File: src/rtl/oq_mac_tx_adapter.sv
// oq_mac_tx_adapter: output-queue port to Avalon-ST MAC TX adapter.
// Buffers the 64-bit data/ctrl word stream in a small FIFO, drops module-header words
// and re-frames the payload with sop/eop/empty behind a one-word output register.
module oq_mac_tx_adapter #(
   parameter int unsigned DATA_WIDTH      = 64,
   parameter int unsigned CTRL_WIDTH      = 8,
   parameter int unsigned FIFO_DEPTH_BITS = 3,
   parameter int unsigned EMPTY_WIDTH     = 3
) (
   input  logic                   clk_i,
   input  logic                   rst_ni,
   input  logic [DATA_WIDTH-1:0]  in_data_i,
   input  logic [CTRL_WIDTH-1:0]  in_ctrl_i,
   input  logic                   in_wr_i,
   output logic                   in_rdy_o,
   output logic [DATA_WIDTH-1:0]  tx_data_o,
   output logic                   tx_sop_o,
   output logic                   tx_eop_o,
   output logic [EMPTY_WIDTH-1:0] tx_empty_o,
   output logic                   tx_valid_o,
   input  logic                   tx_ready_i,
   output logic                   pkt_sent_o,
   output logic                   fmt_err_o
);

   localparam int unsigned Depth = 2 ** FIFO_DEPTH_BITS;
   localparam int unsigned UsedW = FIFO_DEPTH_BITS + 1;

   typedef enum logic [0:0] {StHdr, StPay} state_e;

   logic [DATA_WIDTH-1:0]      mem_data [Depth];
   logic [CTRL_WIDTH-1:0]      mem_ctrl [Depth];
   logic [FIFO_DEPTH_BITS-1:0] wr_ptr_q, rd_ptr_q;
   logic [UsedW-1:0]           used_q;

   state_e                     state_q;
   logic [DATA_WIDTH-1:0]      data_q;
   logic                       valid_q, sop_q, eop_q, bad_q;
   logic [EMPTY_WIDTH-1:0]     empty_q;
   logic                       pkt_sent_q, fmt_err_q;

   logic                       fifo_full, head_vld, wr_en, pop, emit, is_hdr, out_free, accept;
   logic [DATA_WIDTH-1:0]      head_data;
   logic [CTRL_WIDTH-1:0]      head_ctrl;
   logic                       ctrl_onehot;
   logic [EMPTY_WIDTH-1:0]     empty_idx;

   assign fifo_full = (used_q == UsedW'(Depth));
   assign head_vld  = (used_q != '0);
   assign wr_en     = in_wr_i && !fifo_full;   // overflow writes are dropped
   assign head_data = mem_data[rd_ptr_q];
   assign head_ctrl = mem_ctrl[rd_ptr_q];
   assign accept    = valid_q && tx_ready_i;
   assign out_free  = !valid_q || tx_ready_i;
   // Headers are discarded regardless of output back-pressure.
   assign is_hdr    = (state_q == StHdr) && (head_ctrl != '0);
   assign pop       = head_vld && (is_hdr || out_free);
   assign emit      = pop && !is_hdr;

   // Two words of slack remain once in_rdy drops.
   assign in_rdy_o  = rst_ni && (used_q <= UsedW'(Depth - 3));

   assign tx_data_o  = data_q;
   assign tx_sop_o   = sop_q;
   assign tx_eop_o   = eop_q;
   assign tx_empty_o = empty_q;
   assign tx_valid_o = valid_q;
   assign pkt_sent_o = pkt_sent_q;
   assign fmt_err_o  = fmt_err_q;

   // Decode the last-word ctrl: one-hot bit k gives k unused bytes.
   always_comb begin
      ctrl_onehot = (head_ctrl != '0) && ((head_ctrl & (head_ctrl - 1'b1)) == '0);
      empty_idx   = '0;
      if (ctrl_onehot) begin
         for (int i = 0; i < int'(CTRL_WIDTH); i++) begin
            if (head_ctrl[i]) empty_idx = EMPTY_WIDTH'(i);
         end
      end
   end

   // FIFO storage, no reset needed.
   always_ff @(posedge clk_i) begin
      if (wr_en) begin
         mem_data[wr_ptr_q] <= in_data_i;
         mem_ctrl[wr_ptr_q] <= in_ctrl_i;
      end
   end

   // FIFO pointers and occupancy.
   always_ff @(posedge clk_i or negedge rst_ni) begin
      if (!rst_ni) begin
         wr_ptr_q <= '0;
         rd_ptr_q <= '0;
         used_q   <= '0;
      end else begin
         if (wr_en) wr_ptr_q <= wr_ptr_q + 1'b1;
         if (pop)   rd_ptr_q <= rd_ptr_q + 1'b1;
         if (wr_en && !pop)      used_q <= used_q + 1'b1;
         else if (!wr_en && pop) used_q <= used_q - 1'b1;
      end
   end

   // Framing FSM with registered Avalon-ST outputs and completion pulses.
   always_ff @(posedge clk_i or negedge rst_ni) begin
      if (!rst_ni) begin
         state_q    <= StHdr;
         valid_q    <= 1'b0;
         data_q     <= '0;
         sop_q      <= 1'b0;
         eop_q      <= 1'b0;
         empty_q    <= '0;
         bad_q      <= 1'b0;
         pkt_sent_q <= 1'b0;
         fmt_err_q  <= 1'b0;
      end else begin
         pkt_sent_q <= accept && eop_q;
         fmt_err_q  <= accept && eop_q && bad_q;
         if (emit) begin
            valid_q <= 1'b1;
            data_q  <= head_data;
            unique case (state_q)
               StHdr: begin
                  sop_q   <= 1'b1;
                  eop_q   <= 1'b0;
                  empty_q <= '0;
                  bad_q   <= 1'b0;
                  state_q <= StPay;
               end
               StPay: begin
                  sop_q <= 1'b0;
                  if (head_ctrl == '0) begin
                     eop_q   <= 1'b0;
                     empty_q <= '0;
                     bad_q   <= 1'b0;
                  end else begin
                     eop_q   <= 1'b1;
                     empty_q <= empty_idx;
                     bad_q   <= !ctrl_onehot;
                     state_q <= StHdr;
                  end
               end
               default: state_q <= StHdr;
            endcase
         end else if (accept) begin
            valid_q <= 1'b0;
         end
      end
   end

endmodule

File: config.mk
export PLATFORM = sky130hd
export DESIGN_NAME = oq_mac_tx_adapter
export DESIGN_NICKNAME = d
export VERILOG_FILES = /design/src/rtl/oq_mac_tx_adapter.sv
export SDC_FILE = /design/constraint.sdc
export NUM_CORES = 1
export LEC_CHECK = 0
export ABC_CLOCK_PERIOD_IN_PS = 8650
export BUFFER_PORTS_ARGS = -buffer_cell sky130_fd_sc_hd__buf_2
export CAP_MARGIN = 20
export CORE_MARGIN = 2
export CORE_UTILIZATION = 45
export CTS_CLUSTER_DIAMETER = 150
export CTS_CLUSTER_SIZE = 8
export DETAILED_ROUTE_END_ITERATION = 8
export SYNTH_ARGS = -nofsm -noshare
export SYNTH_HDL_FRONTEND = slang
export SYNTH_SLANG_ARGS = --single-unit
File: constraint.sdc
create_clock -name clk_i -period 8.65 [get_ports clk_i]
set_input_delay 1.73 -clock clk_i [delete_from_list [all_inputs] [get_ports clk_i]]
set_output_delay 1.73 -clock clk_i [all_outputs]
set_load 0.02 [all_outputs]
==> results of run 1 <==
-- per-layer routing --
layer	vias up	wire, um	global-route usage
li1	5247	-	-
met1	6110	21700	0.243
met2	282	25300	0.299
met3	73	2720	0.0430
met4	12	753	0.0598
met5	-	85	0
-- where the power goes --
group          switching [mW]  leakage, nW  internal (mW)
Sequential              0.399         6.34           4.07
Combinational            1.35         2.65           1.15
Clock                    1.26         1.28           2.04
-- worst paths after layout --
path                                      end          start  slack [ns]
worst max-delay path                used_q[3]    rd_ptr_q[0]        3.69
worst min-delay path            tx_data_o[29]  tx_data_o[29]        0.47
worst max register to register      used_q[3]    rd_ptr_q[0]        3.69
worst min register to register  tx_data_o[29]  tx_data_o[29]        0.47
max in group asynchronous         rd_ptr_q[1]         rst_ni        6.26
min in group asynchronous           fmt_err_o         rst_ni        1.10
-- area by class of cell --
type                            count  share of cell area
Inverter                            4            0.000512
Sequential cell                   660               0.662
Multi-Input combinational cell    467               0.181
Timing Repair Buffer              169              0.0326
Tap cell                          748              0.0319
Antenna cell                        3            0.000256
Clock buffer                      162              0.0897
Clock inverter                      4             0.00184
-- worst max-delay path: cells and delay by family (launching register included) --
family                   cells  cell delay (ns)
AND/OR/NAND/NOR              4             0.68
AO/OA/AOI/OAI                3             0.54
buffers and inverters        2             0.79
flip-flops                   1             1.05
multiplexers                 2             0.92
XOR/XNOR                     2             0.30
adder cells (fa/ha/maj)      2             0.48
-- registers in the layout (all words and copies together) (netlist names) --
register / cells
tx_empty_o: 3
fmt_err_o: 1
tx_valid_o: 1
rd_ptr_q: 3
tx_data_o: 64
state_q: 1
mem_ctrl: 64
mem_data: 512
wr_ptr_q: 3
used_q: 4
tx_sop_o: 1
tx_eop_o: 1
pkt_sent_o: 1
bad_q: 1
-- through the flow --
step,hold slack [ns],std cells
after floorplan,0.454,1187
after global placement,0.460,2045
after detailed placement,0.465,2046
after CTS,0.476,2212
after global routing,0.502,2216
final,0.470,2217
-- placed cells by master (no fill, tap or decap), drive strengths merged, types with 2 or more instances in the layout --
cell type	instances
inv	7
nor3	5
dfrtp	84
buf	169
xnor2	7
o211ai	2
nor2	11
mux2	4
o21ai	72
nand3	10
nand4	2
and3	2
a211oi	2
nand2b	6
a22o	2
nand2	95
diode	3
nor2b	2
mux4	136
a21oi	2
and2	3
edfxtp	576
a22oi	2
mux2i	83
clkbuf	162
ha	5
o2111ai	3
-- cell families after synthesis --
group,Yosys count,share of synthesized area
DFF,660,0.777
muxes,223,0.158
and+or+nand+nor,139,0.0243
AOI/OAI and AO/OA,91,0.0218
buffers and inverters,60,0.0125
xor gates and xnor gates,8,0.00281
adders and majority gates,6,0.00331
==> flow_metrics.tcl, run 1 <==
set metrics [dict create \
    fin_tns_setup_ns 0 \
    placedInstanceArea_sq_um 26600 \
    hold_buffers 0 \
    syn-mean-instance-area_sq_um 21.0 \
    finish.utilization 0.533 \
    ant_nets 0 \
    post_cts_resize_count 0 \
    number_of_synthesis_warnings 0 \
    drv_slew 0 \
    critical_path_class "reg2reg" \
    cts_inserted_buffers 92 \
    finalNetCount 1476 \
    wl_per_cell_um 22.8 \
    mappedNetlistNets 1269 \
    dr.pass1.iters 5 \
    ys_seq_elements 660 \
    achievable-frequency_mhz 201 \
    post-layout-total-power_mw 10.3 \
    fin_area_sq_um 29300 \
    min_delay_path_depth 2 \
    holdCritPathClass "reg2reg" \
    grtUsageTotal 0.183 \
    timing_worst_slew_pin_value_ns 1.10 \
    vertical_die_dimension_um 240 \
    dp_hpwl_um 27000 \
    synth_largest_type_area_fraction 0.693 \
    timing.final.crit_share 0.574 \
    post_synth_edffs 576 \
    drt_wl_total_um 50500 \
    gp_congestion 0.725 \
    rsz0062_at_grt "false" \
    post_synth_most_frequent_cells "sky130_fd_sc_hd__edfxtp_1, sky130_fd_sc_hd__mux4_2, sky130_fd_sc_hd__nand2_1" \
    cp.required_ns 9.15 \
    core_sq_um 55000 \
    critPathMaxStageDelay_ns 1.05 \
    cts.sinks 660 \
    synth_cell_type_count 47 \
    initial_core_util 0.454 \
    pin_count_of_the_biggest_net_entering_global_routing 102 \
    root_buffer_cell "sky130_fd_sc_hd__clkbuf_16" \
    worstSkewPairLatency_ns 0.62 \
    postSynthCellCount 1187 \
    max-clock-path-buffers 3 \
    h-tree-depth 3 \
    global_route.overflow_total 0 \
    num_vias 11700 \
    final.setup.worst_slack_ns 3.69 \
    port_buffers 148 \
    critPathSlowestCell "sky130_fd_sc_hd__dfrtp_4" \
    critical_path.startpoint_type "flop" \
    fp.dieW_um 240 \
    maxCapViolations 0 \
    multi_input_area_sq_um 5310 \
    dieArea_sq_um 57400 \
    critPathMostFrequentCell "sky130_fd_sc_hd__ha_1" \
    fin_worst_skew_ns 0.0190 \
    first_iter_violations 659 \
    setup_viol_count_final 0 \
    first_global_vias 12500 \
    setup.worst_path.end_class "flop" \
    synth_largest_area_cell "sky130_fd_sc_hd__edfxtp_1" \
    peak_fanout_along_the_critical_path 101 \
    power_density_nw_per_um2 350 \
    placement_rows 86 \
    ff_latch_area_sq_um 19400 \
    post_route_cells_drive_above_1_share 0.295 \
    drc_errors 0 \
    worst_supply_voltage_drop_on_vdd_mv 0.235 \
    async_reset_ff_frac 0.127 \
    p_leak_nw 10.3 \
    final.min_clock_period_ns 4.96 \
    worstPathArrival_ns 5.46 \
    clock_tree_from_tritoncts "yes" \
    num_io_pins 149 \
    postCtsSetupRepairBufs 0 \
    yosysSeqAreaShare 0.777 \
    grt_first_pass_wirelength_um 77100 \
    area.growth.synth_to_final_pct 17.4 \
    synth.top_cells.by_area "sky130_fd_sc_hd__edfxtp_1, sky130_fd_sc_hd__mux4_2, sky130_fd_sc_hd__dfrtp_1" \
    status "completed" \
    reg2regPathDepth 15 \
    mappedNetlistArea_sq_um 25000 \
    grt_antenna_before_repair 10 \
    placement.setup.worst_slack_ns 3.59 \
    slew_headroom 0.268 \
    yosys_most_used_dff "sky130_fd_sc_hd__edfxtp_1" \
    crit_path_cell_trace "buf_12 > mux4_2 > mux2i_2 > nand2_2 > and4bb_4 > nor2_2 > o21ai_4 > ha_1 > inv_1 > ha_1 > a21o_1 > a21oi_1 > xnor2_1 > nor2_1 > xor2_1" \
    layout_filler_cell_count 4301 \
    clk_pin_slew_ns 0.05 \
    via_per_inst 5.29 \
    finalHoldViolCount 0 \
    library_cell_with_the_highest_instance_count_after_synthesis "sky130_fd_sc_hd__edfxtp_1" \
]
No activity file was read; power rests on OpenSTA's default activity.
==> run 2: changes to the inputs <==
--- a/config.mk
+++ b/config.mk
@@ -5,7 +5,7 @@
 export SDC_FILE = /design/constraint.sdc
 export NUM_CORES = 1
 export LEC_CHECK = 0
-export ABC_CLOCK_PERIOD_IN_PS = 8650
+export ABC_CLOCK_PERIOD_IN_PS = 4500
 export BUFFER_PORTS_ARGS = -buffer_cell sky130_fd_sc_hd__buf_2
 export CAP_MARGIN = 20
 export CORE_MARGIN = 2
==> constraint.sdc (replaced) <==
create_clock -name clk_i -period 4.5 [get_ports clk_i]
set_input_delay 0.9 -clock clk_i [delete_from_list [all_inputs] [get_ports clk_i]]
set_output_delay 0.9 -clock clk_i [all_outputs]
set_load 0.02 [all_outputs]
==> run 2 against run 1 <==
Net effect: utilization increased by 0.16 points; global-route usage increased by 0.18 points; die area unchanged; maximum frequency increased by 37%; combinational power increased by 100%; highest routed layer unchanged.
==> flow_metrics.tcl, run 2 (same netlist as run 1, synthesis figures left out) <==
set metrics [dict create \
    fin_worst_skew_ns 0.0231 \
    setup.worst_path.end_class "flop" \
    worstSkewPairLatency_ns 0.64 \
    area.growth.synth_to_final_pct 17.8 \
    critical_path_class "reg2reg" \
    cp.required_ns 5.00 \
    holdCritPathClass "in2async" \
    most-common-layout-cells "sky130_fd_sc_hd__edfxtp_1, sky130_fd_sc_hd__buf_2, sky130_fd_sc_hd__mux4_2" \
    num_vias 11900 \
    postCtsSetupRepairBufs 0 \
    met2RoutedLength_um 25300 \
    status "completed" \
    power_density_nw_per_um2 672 \
    placement_rows 86 \
    hold_buffers 0 \
    max-clock-path-buffers 3 \
    post_cts_resize_count 0 \
    dieArea_sq_um 57400 \
    achievable-frequency_mhz 276 \
    finalNetCount 1485 \
    drc_errors 0 \
    final.min_clock_period_ns 3.63 \
    drt_wl_total_um 51000 \
    peak_fanout_along_the_critical_path 19 \
    h-tree-depth 3 \
    rsz0062_at_grt "false" \
    num_io_pins 149 \
    maxUsedRoutingLayer "met5" \
    setup_viol_count_final 0 \
    placedInstanceArea_sq_um 26700 \
    layout_filler_cell_count 4328 \
    drv_slew 0 \
    met3_length_um 2670 \
    cts_inserted_buffers 92 \
    reg2regPathDepth 14 \
    root_buffer_cell "sky130_fd_sc_hd__clkbuf_16" \
    worstPathArrival_ns 4.13 \
    p_leak_nw 10.3 \
    first_global_vias 12700 \
    first_iter_violations 733 \
    timing.rr.start "rd_ptr_q[0]" \
    critical_path.startpoint_type "flop" \
    grtUsageTotal 0.184 \
    initial_core_util 0.454 \
    clock_tree_from_tritoncts "yes" \
    global_route.overflow_total 0 \
    finish.utilization 0.535 \
    ant_nets 0 \
    dr.pass1.iters 6 \
    dp_hpwl_um 26500 \
    worst_supply_voltage_drop_on_vdd_mv 0.378 \
    gp_congestion 0.783 \
    via_per_inst 5.32 \
    finalHoldViolCount 0 \
    grt_first_pass_wirelength_um 77500 \
    post_route_cells_drive_above_1_share 0.299 \
    vertical_die_dimension_um 240 \
    fin_area_sq_um 29400 \
    grt_antenna_before_repair 8 \
    layout.cells.most_common "sky130_fd_sc_hd__edfxtp_1" \
    wl_met1_um 22000 \
    fin_tns_setup_ns 0 \
    flip_flop_count_of_the_largest_register_all_copies_and_words_added 512 \
    pin_count_of_the_biggest_net_entering_global_routing 75 \
    maxCapViolations 0 \
    timing_worst_slew_pin_value_ns 0.893 \
    port_buffers 148 \
    slew_headroom 0.404 \
    cts.sinks 660 \
    clk_pin_slew_ns 0.05 \
    wl_per_cell_um 22.9 \
    fp.dieW_um 240 \
    timing.final.crit_share 0.806 \
    largest_register "mem_data" \
    core_sq_um 55000 \
    setup.reg_to_reg.worst_slack_ns 0.87 \
    critical_path.reg2reg.endpoint "used_q[3]" \
]
-- run 2: metrics by stage --
| stage | hold slack [ns] | instances | setup slack (ns) | power, mW |
|---|---|---|---|---|
| finish | 0.422 | 2230 | 0.871 | 19.8 |
| global placement | 0.456 | 2057 | 0.868 | 13.6 |
| global route | 0.477 | 2228 | 0.558 | 20.8 |
| floorplan | 0.454 | 1187 | -2.11 | 12.1 |
| CTS | 0.437 | 2226 | 0.838 | 20.1 |
| detailed placement | 0.462 | 2057 | 0.857 | 13.6 |
-- run 2: area by class of cell --
type | instances | area (sq um) | area share
timing repair buffer | 178 | 1020 | 0.0346
sequential | 660 | 19400 | 0.660
inverter | 4 | 15.0 | 0.000511
antenna | 4 | 10.0 | 0.000340
clock inverter | 8 | 139 | 0.00472
multi-input combinational | 467 | 5320 | 0.181
tap | 748 | 936 | 0.0318
clock buffer | 161 | 2560 | 0.0871
-- run 2: routing by layer --
layer / GRT usage / vias up
met5: 0 / -
met4: 0.0612 / 12
met3: 0.0428 / 84
met2: 0.305 / 271
met1: 0.243 / 6211
li1: - / 5294
-- run 2: worst max-delay path by stage --
stage	from	end	slack [ns]	cells after the start
3_3_place_gp	rd_ptr_q[0]	used_q[3]	0.87	14
3_5_place_dp	rd_ptr_q[0]	used_q[3]	0.86	14
6_report	rd_ptr_q[0]	used_q[3]	0.87	14
4_1_cts	rd_ptr_q[0]	used_q[3]	0.84	14
2_1_floorplan	in_wr_i	mem_ctrl[2][0]	-2.11	2
5_1_grt	rd_ptr_q[0]	used_q[3]	0.56	14
-- run 2: report_power, final --
part	switching (mW)	internal (mW)
Clock	2.48	3.89
Sequential	0.495	7.81
Combinational	2.84	2.23
-- run 2: critical path: stages, from the launching register on --
cell and delay [ns]:
sky130_fd_sc_hd__dfrtp_4 0.59, sky130_fd_sc_hd__mux4_2 0.55, sky130_fd_sc_hd__mux2i_1 0.32, sky130_fd_sc_hd__nand2_2 0.13, sky130_fd_sc_hd__and4bb_4 0.38, sky130_fd_sc_hd__nor2_2 0.07
sky130_fd_sc_hd__o21ai_4 0.19, sky130_fd_sc_hd__ha_1 0.21, sky130_fd_sc_hd__inv_1 0.09, sky130_fd_sc_hd__ha_1 0.28, sky130_fd_sc_hd__a21o_1 0.17, sky130_fd_sc_hd__a21oi_1 0.18
sky130_fd_sc_hd__xnor2_1 0.14, sky130_fd_sc_hd__nor2_1 0.06, sky130_fd_sc_hd__xor2_1 0.14
